<file path="src/rtl/snes_pad_pkg.sv">
// snes_pad_pkg: shared types and constants for the SNES/NES pad responder.
// Contents: FSM state enum, button bit positions in the 12-bit button word,
//           frame lengths, and the shift-register load-word builder.
package snes_pad_pkg;

   typedef enum logic [1:0] {
      ST_IDLE,
      ST_LATCH,
      ST_SHIFT,
      ST_EXHAUSTED
   } state_t;

   // Bit positions inside the button word (1 = pressed).
   localparam int BTN_B      = 0;
   localparam int BTN_Y      = 1;
   localparam int BTN_SELECT = 2;
   localparam int BTN_START  = 3;
   localparam int BTN_UP     = 4;
   localparam int BTN_DOWN   = 5;
   localparam int BTN_LEFT   = 6;
   localparam int BTN_RIGHT  = 7;
   localparam int BTN_A      = 8;
   localparam int BTN_X      = 9;
   localparam int BTN_L      = 10;
   localparam int BTN_R      = 11;

   localparam int SNES_BITS = 16;
   localparam int NES_BITS  = 8;

   // Word loaded into the shift register; bit 0 is the first bit on the wire.
   // NES order on the wire is A,B,Select,Start,Up,Down,Left,Right.
   function automatic logic [15:0] load_word(input logic nes, input logic [11:0] b);
      if (nes)
         return {8'b0, b[BTN_RIGHT], b[BTN_LEFT], b[BTN_DOWN], b[BTN_UP],
                 b[BTN_START], b[BTN_SELECT], b[BTN_B], b[BTN_A]};
      else
         return {4'b0, b[BTN_R], b[BTN_L], b[BTN_X], b[BTN_A],
                 b[BTN_RIGHT], b[BTN_LEFT], b[BTN_DOWN], b[BTN_UP],
                 b[BTN_START], b[BTN_SELECT], b[BTN_Y], b[BTN_B]};
   endfunction

endpackage

</file>
<file path="src/rtl/snes_pad_responder_if.sv">
// snes_pad_responder_if: pad-side bundle between reader/button source and responder.
// master: drives mode, buttons, strobe_latch, shift_clock; observes data, bit_index, frame_done.
// slave : the responder itself (opposite directions).
interface snes_pad_responder_if;
   logic        mode;
   logic [11:0] buttons;
   logic        strobe_latch;
   logic        shift_clock;
   logic        data;
   logic [4:0]  bit_index;
   logic        frame_done;

   modport master (
      output mode, buttons, strobe_latch, shift_clock,
      input  data, bit_index, frame_done
   );

   modport slave (
      input  mode, buttons, strobe_latch, shift_clock,
      output data, bit_index, frame_done
   );
endinterface

</file>
<file path="src/rtl/pin_sync_edge.sv">
// pin_sync_edge: STAGES-deep synchronizer for an asynchronous pin plus rise/fall pulses.
// Ports: clk, rst_n (async, active low), pin in; level, rise, fall out (one-cycle flags).
// Latency: level/rise/fall reflect the pin STAGES rising edges after it changes.
module pin_sync_edge #(
   parameter int   STAGES  = 2,
   parameter logic RST_VAL = 1'b0
) (
   input  logic clk,
   input  logic rst_n,
   input  logic pin,
   output logic level,
   output logic rise,
   output logic fall
);

   logic [STAGES-1:0] sync_q;
   logic              prev_q;

   // Reset to the pin's idle level so release of reset never looks like an edge.
   always_ff @(posedge clk or negedge rst_n) begin
      if (!rst_n) begin
         sync_q <= {STAGES{RST_VAL}};
         prev_q <= RST_VAL;
      end else begin
         sync_q <= {sync_q[STAGES-2:0], pin};
         prev_q <= sync_q[STAGES-1];
      end
   end

   assign level = sync_q[STAGES-1];
   assign rise  = level & ~prev_q;
   assign fall  = ~level & prev_q;

endmodule

</file>
<file path="src/rtl/snes_pad_responder.sv">
// snes_pad_responder: controller-side end of the SNES/NES serial pad protocol.
// Ports: clk, rst_n (async, active low), pad (slave modport: mode, buttons,
//        strobe_latch, shift_clock in; data, bit_index, frame_done out).
// Latency: pin edge to action is SYNC_STAGES+1 clk cycles; data is active low.
module snes_pad_responder
   import snes_pad_pkg::*;
#(
   parameter int SYNC_STAGES = 2
) (
   input  logic                 clk,
   input  logic                 rst_n,
   snes_pad_responder_if.slave  pad
);

   logic latch_lvl, latch_rise, latch_fall;
   logic shift_lvl, shift_rise, shift_fall;

   pin_sync_edge #(.STAGES(SYNC_STAGES), .RST_VAL(1'b0)) u_latch_sync (
      .clk   (clk),
      .rst_n (rst_n),
      .pin   (pad.strobe_latch),
      .level (latch_lvl),
      .rise  (latch_rise),
      .fall  (latch_fall)
   );

   // Shift clock idles high.
   pin_sync_edge #(.STAGES(SYNC_STAGES), .RST_VAL(1'b1)) u_shift_sync (
      .clk   (clk),
      .rst_n (rst_n),
      .pin   (pad.shift_clock),
      .level (shift_lvl),
      .rise  (shift_rise),
      .fall  (shift_fall)
   );

   logic unused_edges;
   assign unused_edges = &{1'b0, latch_rise, shift_lvl, shift_fall};

   state_t      state_q, state_d;
   logic [15:0] sr_q, sr_d;
   logic [4:0]  idx_q, idx_d;
   logic        mode_q, mode_d;
   logic        done_q, done_d;
   logic [4:0]  frame_len;
   logic [4:0]  idx_inc;

   assign frame_len = mode_q ? 5'(NES_BITS) : 5'(SNES_BITS);
   assign idx_inc   = idx_q + 5'd1;

   always_ff @(posedge clk or negedge rst_n) begin
      if (!rst_n) begin
         state_q <= ST_IDLE;
         sr_q    <= '0;
         idx_q   <= '0;
         mode_q  <= 1'b0;
         done_q  <= 1'b0;
      end else begin
         state_q <= state_d;
         sr_q    <= sr_d;
         idx_q   <= idx_d;
         mode_q  <= mode_d;
         done_q  <= done_d;
      end
   end

   always_comb begin
      state_d = state_q;
      sr_d    = sr_q;
      idx_d   = idx_q;
      mode_d  = mode_q;
      done_d  = 1'b0;
      // A high latch overrides everything, including a coincident shift edge,
      // and aborts any frame in progress without a done pulse.
      if (latch_lvl) begin
         state_d = ST_LATCH;
         sr_d    = load_word(pad.mode, pad.buttons);
         idx_d   = '0;
         mode_d  = pad.mode;
      end else begin
         unique case (state_q)
            ST_LATCH: begin
               // SR and mode keep the values loaded in the last latch-high cycle.
               if (latch_fall)
                  state_d = ST_SHIFT;
            end
            ST_SHIFT: begin
               if (shift_rise) begin
                  sr_d  = {1'b1, sr_q[15:1]};
                  idx_d = idx_inc;
                  if (idx_inc == frame_len) begin
                     state_d = ST_EXHAUSTED;
                     done_d  = 1'b1;
                  end
               end
            end
            default: ;
         endcase
      end
   end

   // Past the end of the frame the line reads as pressed (fill 1s in SR terms).
   assign pad.data       = (state_q == ST_EXHAUSTED) ? 1'b0 : ~sr_q[0];
   assign pad.bit_index  = idx_q;
   assign pad.frame_done = done_q;

endmodule

</file>
<file path="src/flat_wrapper.sv">
// flat-port wrapper written by rule: the top's interface ports become plain ports
module snes_pad_responder_flat import snes_pad_pkg::*;
#(
   parameter int SYNC_STAGES = 2
)
  (clk, rst_n, pad_mode, pad_buttons, pad_strobe_latch, pad_shift_clock, pad_data, pad_bit_index, pad_frame_done);
  snes_pad_responder_if pad_i ();
  input  logic clk;
  input  logic rst_n;
  input wire logic [$bits(pad_i.mode)-1:0] pad_mode;
  input wire logic [$bits(pad_i.buttons)-1:0] pad_buttons;
  input wire logic [$bits(pad_i.strobe_latch)-1:0] pad_strobe_latch;
  input wire logic [$bits(pad_i.shift_clock)-1:0] pad_shift_clock;
  output wire logic [$bits(pad_i.data)-1:0] pad_data;
  output wire logic [$bits(pad_i.bit_index)-1:0] pad_bit_index;
  output wire logic [$bits(pad_i.frame_done)-1:0] pad_frame_done;
  assign pad_i.mode = pad_mode;
  assign pad_i.buttons = pad_buttons;
  assign pad_i.strobe_latch = pad_strobe_latch;
  assign pad_i.shift_clock = pad_shift_clock;
  assign pad_data = pad_i.data;
  assign pad_bit_index = pad_i.bit_index;
  assign pad_frame_done = pad_i.frame_done;
  snes_pad_responder #(.SYNC_STAGES(SYNC_STAGES)) u_core (.clk(clk), .rst_n(rst_n), .pad(pad_i));
endmodule
</file>
<file path="config.mk">
export PLATFORM = sky130hd
export DESIGN_NAME = snes_pad_responder_flat
export DESIGN_NICKNAME = d
export VERILOG_FILES = /design/src/rtl/snes_pad_pkg.sv /design/src/rtl/snes_pad_responder_if.sv /design/src/rtl/pin_sync_edge.sv /design/src/rtl/snes_pad_responder.sv /design/src/flat_wrapper.sv
export SDC_FILE = /design/constraint.sdc
export NUM_CORES = 1
export LEC_CHECK = 0
export CORE_MARGIN = 8
export CORE_UTILIZATION = 35
export CTS_BUF_LIST = sky130_fd_sc_hd__clkbuf_4 sky130_fd_sc_hd__clkbuf_8 sky130_fd_sc_hd__clkbuf_16
export CTS_CLUSTER_DIAMETER = 30
export DETAILED_ROUTE_END_ITERATION = 16
export GPL_TIMING_DRIVEN = 0
export PLACE_DENSITY = 0.6
export SETUP_SLACK_MARGIN = 0.3
export SYNTH_ARGS = -nofsm -noshare
export SYNTH_HDL_FRONTEND = slang
export SYNTH_SLANG_ARGS = --single-unit
export TNS_END_PERCENT = 1
</file>
<file path="constraint.sdc">
create_clock -name clk -period 1.5 [get_ports clk]
set_input_delay 0.225 -clock clk [delete_from_list [all_inputs] [get_ports clk]]
set_output_delay 0.225 -clock clk [all_outputs]
set_load 0.02 [all_outputs]
</file>
; ---- Word-level counts from Yosys, hierarchy flattened
; Cells that the tools add are included.
; W data, S select, Z words.
[classes]
n_mul = 0
div = 0
eq_ne = 7
magnitude_cmp = 0
bitwise = 5
shift = 0
muxes = 18
n_addsub = 1
reduce_logical = 5
[ops]
columns = operator, n
row1 = $mux W16, 3
row2 = $mux W5, 4
row3 = $mux W12, 1
row4 = $ne A3 B2 Y1 const B, 3
row5 = $mux W2, 4
row6 = $add A5 B1 Y5 const B, 1
row7 = $eq A5 B5 Y1, 1
row8 = $mux W1, 5
row9 = $eq A2 B2 Y1 const B, 2
row10 = $pmux W2 S2, 1
row11 = $reduce_and A4 Y1, 1
row12 = $reduce_bool A2 Y1, 2
row13 = $not A1 Y1, 3
row14 = $reduce_bool A3 Y1, 1
row15 = $and A1 B1 Y1, 2
row16 = $eq A2 B1 Y1 const B, 1
row17 = $reduce_and A2 Y1, 1
[totals]
mem_bits_ro = 0
input_bits = 17
register_bits = 31
ram_bits = 0
output_inout_bits = 7
wordCells = 45
latchBits = 0
n_memories = 0

; ---- Longest topological paths before layout
[logic_depth]
ltp_word = 6
ltp_mapped = 6
ltp_nobuf = 5

; ---- Hierarchy
; From an unflattened synthesis, not the netlist that was laid out.
[hier_totals]
cells_unflattened = 128
hier_area_um2 = 1381.3
[by_module_without_submodules]
columns = module, cells_per_inst, area_each_um2, seq_area_each_um2, n_inst
row1 = snes_pad_responder, 118, 1197.4, 625.6, 1
row2 = pin_sync_edge (u_core.u_shift_sync), 5, 93.8, 78.8, 1
row3 = pin_sync_edge (u_core.u_latch_sync), 5, 90.1, 75.1, 1

; ---- Least setup slack after synthesis
; OpenSTA, ideal clock, no wires.
[synth_path]
path_type = register to register
startpoint = register u_core.idx_q[0] (netlist: u_core.pad.bit_index[0])
endpoint = register u_core.done_q (netlist: u_core.pad.frame_done)
path_buffers = 1
synth_period_minus_slack_ps = 1464
setup_slack_ps = 36
setup_time_ps = 133
required_time_ps = 1367
path_stages_with_launch = 6
t_arrival_ps = 1331
cell_sequence = dfrtp_1 > ha_1 > clkbuf_1 > xor2_1 > a311oi_1 > nor4_1
[synth_via]
elab_chain_len = 6
[synth_lines]
columns = item, line_no
row1 = "start, declared", snes_pad_responder.sv:42  ; logic [4:0] idx_q, idx_d;
row2 = "start signal, assigned", snes_pad_responder.sv:61  ; idx_q <= idx_d;
row3 = $add A5 B1 Y5, snes_pad_responder.sv:49  ; assign idx_inc = idx_q + 5'd1;
row4 = $eq A5 B5 Y1, snes_pad_responder.sv:91  ; if (idx_inc == frame_len) begin
row5 = $mux W1, snes_pad_responder.sv:91
row6 = $mux W1, snes_pad_responder.sv:88  ; if (shift_rise) begin
row7 = $mux W1, snes_pad_responder.sv:81  ; unique case (state_q)
row8 = $mux W1, snes_pad_responder.sv:75  ; if (latch_lvl) begin
row9 = via u_core.done_d, snes_pad_responder.sv:44  ; logic done_q, done_d;
row10 = "end signal, assigned", snes_pad_responder.sv:63  ; done_q <= done_d;
row11 = "end, declared", snes_pad_responder.sv:44
; The timed path passes the listed nets, and every way through them passes these cells.
; A chain may end at the register's enable or synchronous reset.

; ---- Final worst setup path
[layout_path]
startpoint = register u_core.u_shift_sync.sync_q[1]
endpoint = register u_core.idx_q[4] (netlist: u_core.pad.bit_index[4])
[layout_via]
elab_chain_len = 3
[layout_lines]
columns = item, line_no
row1 = "start, declared", pin_sync_edge.sv:16  ; logic [STAGES-1:0] sync_q;
row2 = "start signal, assigned", pin_sync_edge.sv:22  ; sync_q <= {STAGES{RST_VAL}};
row3 = "start signal, assigned", pin_sync_edge.sv:25  ; sync_q <= {sync_q[STAGES-2:0], pin};
row4 = $and A1 B1 Y1, pin_sync_edge.sv:31  ; assign rise = level & ~prev_q;
row5 = $reduce_bool A2 Y1 (no source line), n/a
row6 = $reduce_and A2 Y1 (no source line), n/a
; No other way between the ends.

==> flow_summary.ini <==
[synthesis]
synth_cells = 130
synth_cell_types = 32
syn_nets = 148
netlist_area_mm2 = 0.00143
ys_seq_area_share_pct = 54.4
synth_edf_count = 0
synth_flop_cell = dfrtp_1
synth-seq-cells = 31
ys_warn_count = 0
async_flop_share_pct = 100
syn_area_per_cell_um2 = 11.0

[route]
maxUsedRoutingLayer = met4
wl_met3_um = 213
m1WireLength_mm = 1.43
avgViaCountPerCell = 4.89
drt-total-wl_mm = 3.05
first_pass_iters = 3
vias = 1051
drt_iter0_drc = 33
wl_per_cell_um = 14.2
dr_wl_met2_mm = 1.36
post-route-drc-count = 0
ant_nets = 0

[timing]
hold_viol = 28
whs_ns = -0.0147
fin_crit_sh_pct = 97.8
rsz0062_at_grt = yes
worst_pin_slew_ns = 0.696
fmax_mhz = 682
setup_violations = 0
slew_headroom_pct = 53.6
slew_viol_final = 0
fin_crit_ns = 1.47
clock_skew_ns = 0.00541

[worst_setup_path]
crit_cells = 6
path_delay_family = flip-flops
reg2reg_depth = 6
crit_start = u_core.u_shift_sync.sync_q[1]$_DFF_PN1_
reg2reg_to = u_core.pad.bit_index[4]$_DFFE_PN0P_
crit_path_end_kind = flip-flop
cp_data_arrival_time_ns = 1.63
path_max_fanout = 7
cp_cell_sequence = and4bb_2 -> buf_8 -> buf_6 -> nand4_1 -> xor2_1 -> nor2_1
cp.required_ns = 1.67
crit_type = reg2reg
r2r_start = u_core.u_shift_sync.sync_q[1]$_DFF_PN1_
path_buf_inv = 2
reg2reg_setup_slack_ns = 0.03
crit_slowest_cell = dfstp_2
cp_slowest_stage_delay_ns = 0.53
critPathCapture = u_core.pad.bit_index[4]$_DFFE_PN0P_
cp-start-kind = flip-flop

[floorplanning]
io_pins = 24
die_width_um = 80.0
start_util_pct = 36.1
dieArea_mm2 = 0.00640
core_region_area_mm2 = 0.00397
rows = 23
die_h_um = 80.0

[global_route]
grt.total_usage_pct = 10.2
grt_pass1_vias = 1064
antenna_found_initial = 0
grt_overflow_total = 0
grt_max_degree = 32
grt_pass1_wl_mm = 5.00

[clock_network]
cts_tree = done
ctsHoldBuffers = 0
cts_max_level = 2
cts.sinks = 31
clockBufferDepth = 2
cts-root-buf = clkbuf_8
clock_latency_ns = 0.28
path_clk_slew_ns = 0.06
cts_buffers = 5

[job]
max_cap_violations = 0

[power_and_ir_drop]
p_clk_share_pct = 39.9
combPwrFrac_pct = 10.1
p_int_w = 0.00142
irDropWorstVdd_mv = 0.548
p_seq_share_pct = 50.0
p_sw_share_pct = 22.6
p_sw_w = 0.000415
power_leakage_nw = 0.815
powerDensity_mw_per_mm2 = 927

[place]
place_hpwl_mm = 2.00
port_buffers = 23
place.gp.congestion = 0.762

[final_layout]
diodes = 0
drive_gt1_share_pct = 28.5
regArea_um2 = 786
multiInputGateArea_um2 = 643
fin_util_pct = 49.9
final_nets = 182
nFillCells = 367
area_growth_pct = 38.1

[min_path]
hold_class = in2async

[outcome]
failed_checks = hold timing
status = finished, violations left
-- placed cells by master, fill, tap and decap left out, types with 2 or more instances in the layout --
cell	instances
clkbuf_8	7
dfrtp_2	5
dfrtp_1	23
o21ai_1	7
nor2_1	10
nand2_1	16
buf_6	4
clkbuf_2	7
dfstp_2	3
xor2_1	4
mux2i_1	16
a21oi_1	4
buf_12	2
clkdlybuf4s50_1	15
a211oi_2	2
o21ai_0	3
buf_4	3
nor2b_1	3
-- power by group through the flow --
stage	clock (W)	combinational (W)	sequential, W
2_1_floorplan	0	0.0000876	0.000922
3_3_place_gp	0	0.000170	0.000928
3_5_place_dp	0	0.000173	0.000930
4_1_cts	0.000761	0.000178	0.000915
5_1_grt	0.000802	0.000206	0.000925
6_report	0.000733	0.000185	0.000919
-- cell type report --
| cell class | count | share of cell area (%) |
|---|---|---|
| tap | 50 | 3.16 |
| timing repair buffer | 27 | 13.7 |
| multi-input combinational | 88 | 32.5 |
| clock buffer | 8 | 5.24 |
| sequential | 31 | 39.7 |
| buffer | 11 | 5.75 |
-- cells by family (layout without fill, tap and decap cells) --
logic type	count (synthesis)	after routing	share of synthesized area [%]
AOI/OAI and AO/OA	22	22	9.25
xor gates and xnor gates	6	6	3.66
adders and majority gates	1	1	0.872
buffers and inverters	11	46	5.58
DFF	31	31	54.4
muxes	17	17	12.0
and+or+nand+nor	42	42	14.3
-- worst min path at each step --
stage                                              endpoint  depth (start not counted)  slack [ns]                                     from
detailed placement  u_core.u_latch_sync.sync_q[1]$_DFF_PN0_                          0        0.34  u_core.u_latch_sync.sync_q[0]$_DFF_PN0_
floorplan                         u_core.mode_q$_DFFE_PN0P_                          0       -0.07                                    rst_n
finish                  u_core.pad.bit_index[2]$_DFFE_PN0P_                          1       -0.01                                    rst_n
global route            u_core.pad.bit_index[1]$_DFFE_PN0P_                          1        0.04                                    rst_n
global placement    u_core.u_latch_sync.sync_q[1]$_DFF_PN0_                          0        0.33  u_core.u_latch_sync.sync_q[0]$_DFF_PN0_
CTS                 u_core.u_shift_sync.sync_q[0]$_DFF_PN1_                          1        0.34                          pad_shift_clock
-- state kept, by name, summed over array words and instances, names as in the netlist --
register / flops
u_core.mode_q: 1
u_core.pad.bit_index: 5
u_core.pad.frame_done: 1
u_core.sr_q: 16
u_core.state_q: 2
u_core.u_latch_sync.prev_q: 1
u_core.u_latch_sync.sync_q: 2
u_core.u_shift_sync.prev_q: 1
u_core.u_shift_sync.sync_q: 2
-- per-stage QoR --
stage                     instance area, µm²  setup TNS, ns  power [W]  std cells  worst slack, ns
after floorplan                         1470              0    0.00101        130            0.123
after global placement                  1760         -10.47    0.00110        203           -0.453
after detailed placement                1760         -12.53    0.00110        203           -0.527
after CTS                               1920              0    0.00185        214           0.0162
after global routing                    1980         -0.180    0.00193        215          -0.0662
final                                   1980              0    0.00184        215           0.0328
-- worst register-to-register path, delay by kind of cell, from the launching register on --
family                    cells  cell delay, ns
and+or+nand+nor               3            0.40
buffers and inverters         2            0.27
DFF                           1            0.53
xor gates and xnor gates      1            0.17
-- per-layer routing --
metal,up-vias,GRT usage (%)
met5,-,0
met4,0,3.82
met3,6,5.18
met2,24,15.4
met1,505,12.0
li1,516,-
-- timing repair --
action	CTS	global route
endpoints found under the hold margin	0	0
setup endpoints to repair	62	32
pin swaps	2	8
gates resized for setup	12	40
gates cloned	1	1
buffers inserted	2	0
-- synthesized netlist by cell type (all sizes together), types with 2 or more instances --
| cell type | count | share of area, % |
|---|---|---|
| a211oi | 2 | 1.0 |
| a21oi | 4 | 1.4 |
| buf | 6 | 4.3 |
| clkbuf | 5 | 1.3 |
| dfrtp | 28 | 49 |
| dfstp | 3 | 5.5 |
| mux2i | 16 | 11 |
| nand2 | 16 | 4.2 |
| nand3 | 2 | 0.70 |
| nor2 | 11 | 2.9 |
| nor2b | 3 | 1.3 |
| nor3b | 2 | 1.0 |
| o21ai | 10 | 3.5 |
| xor2 | 5 | 3.1 |
Power figures use the tool's default switching activity.
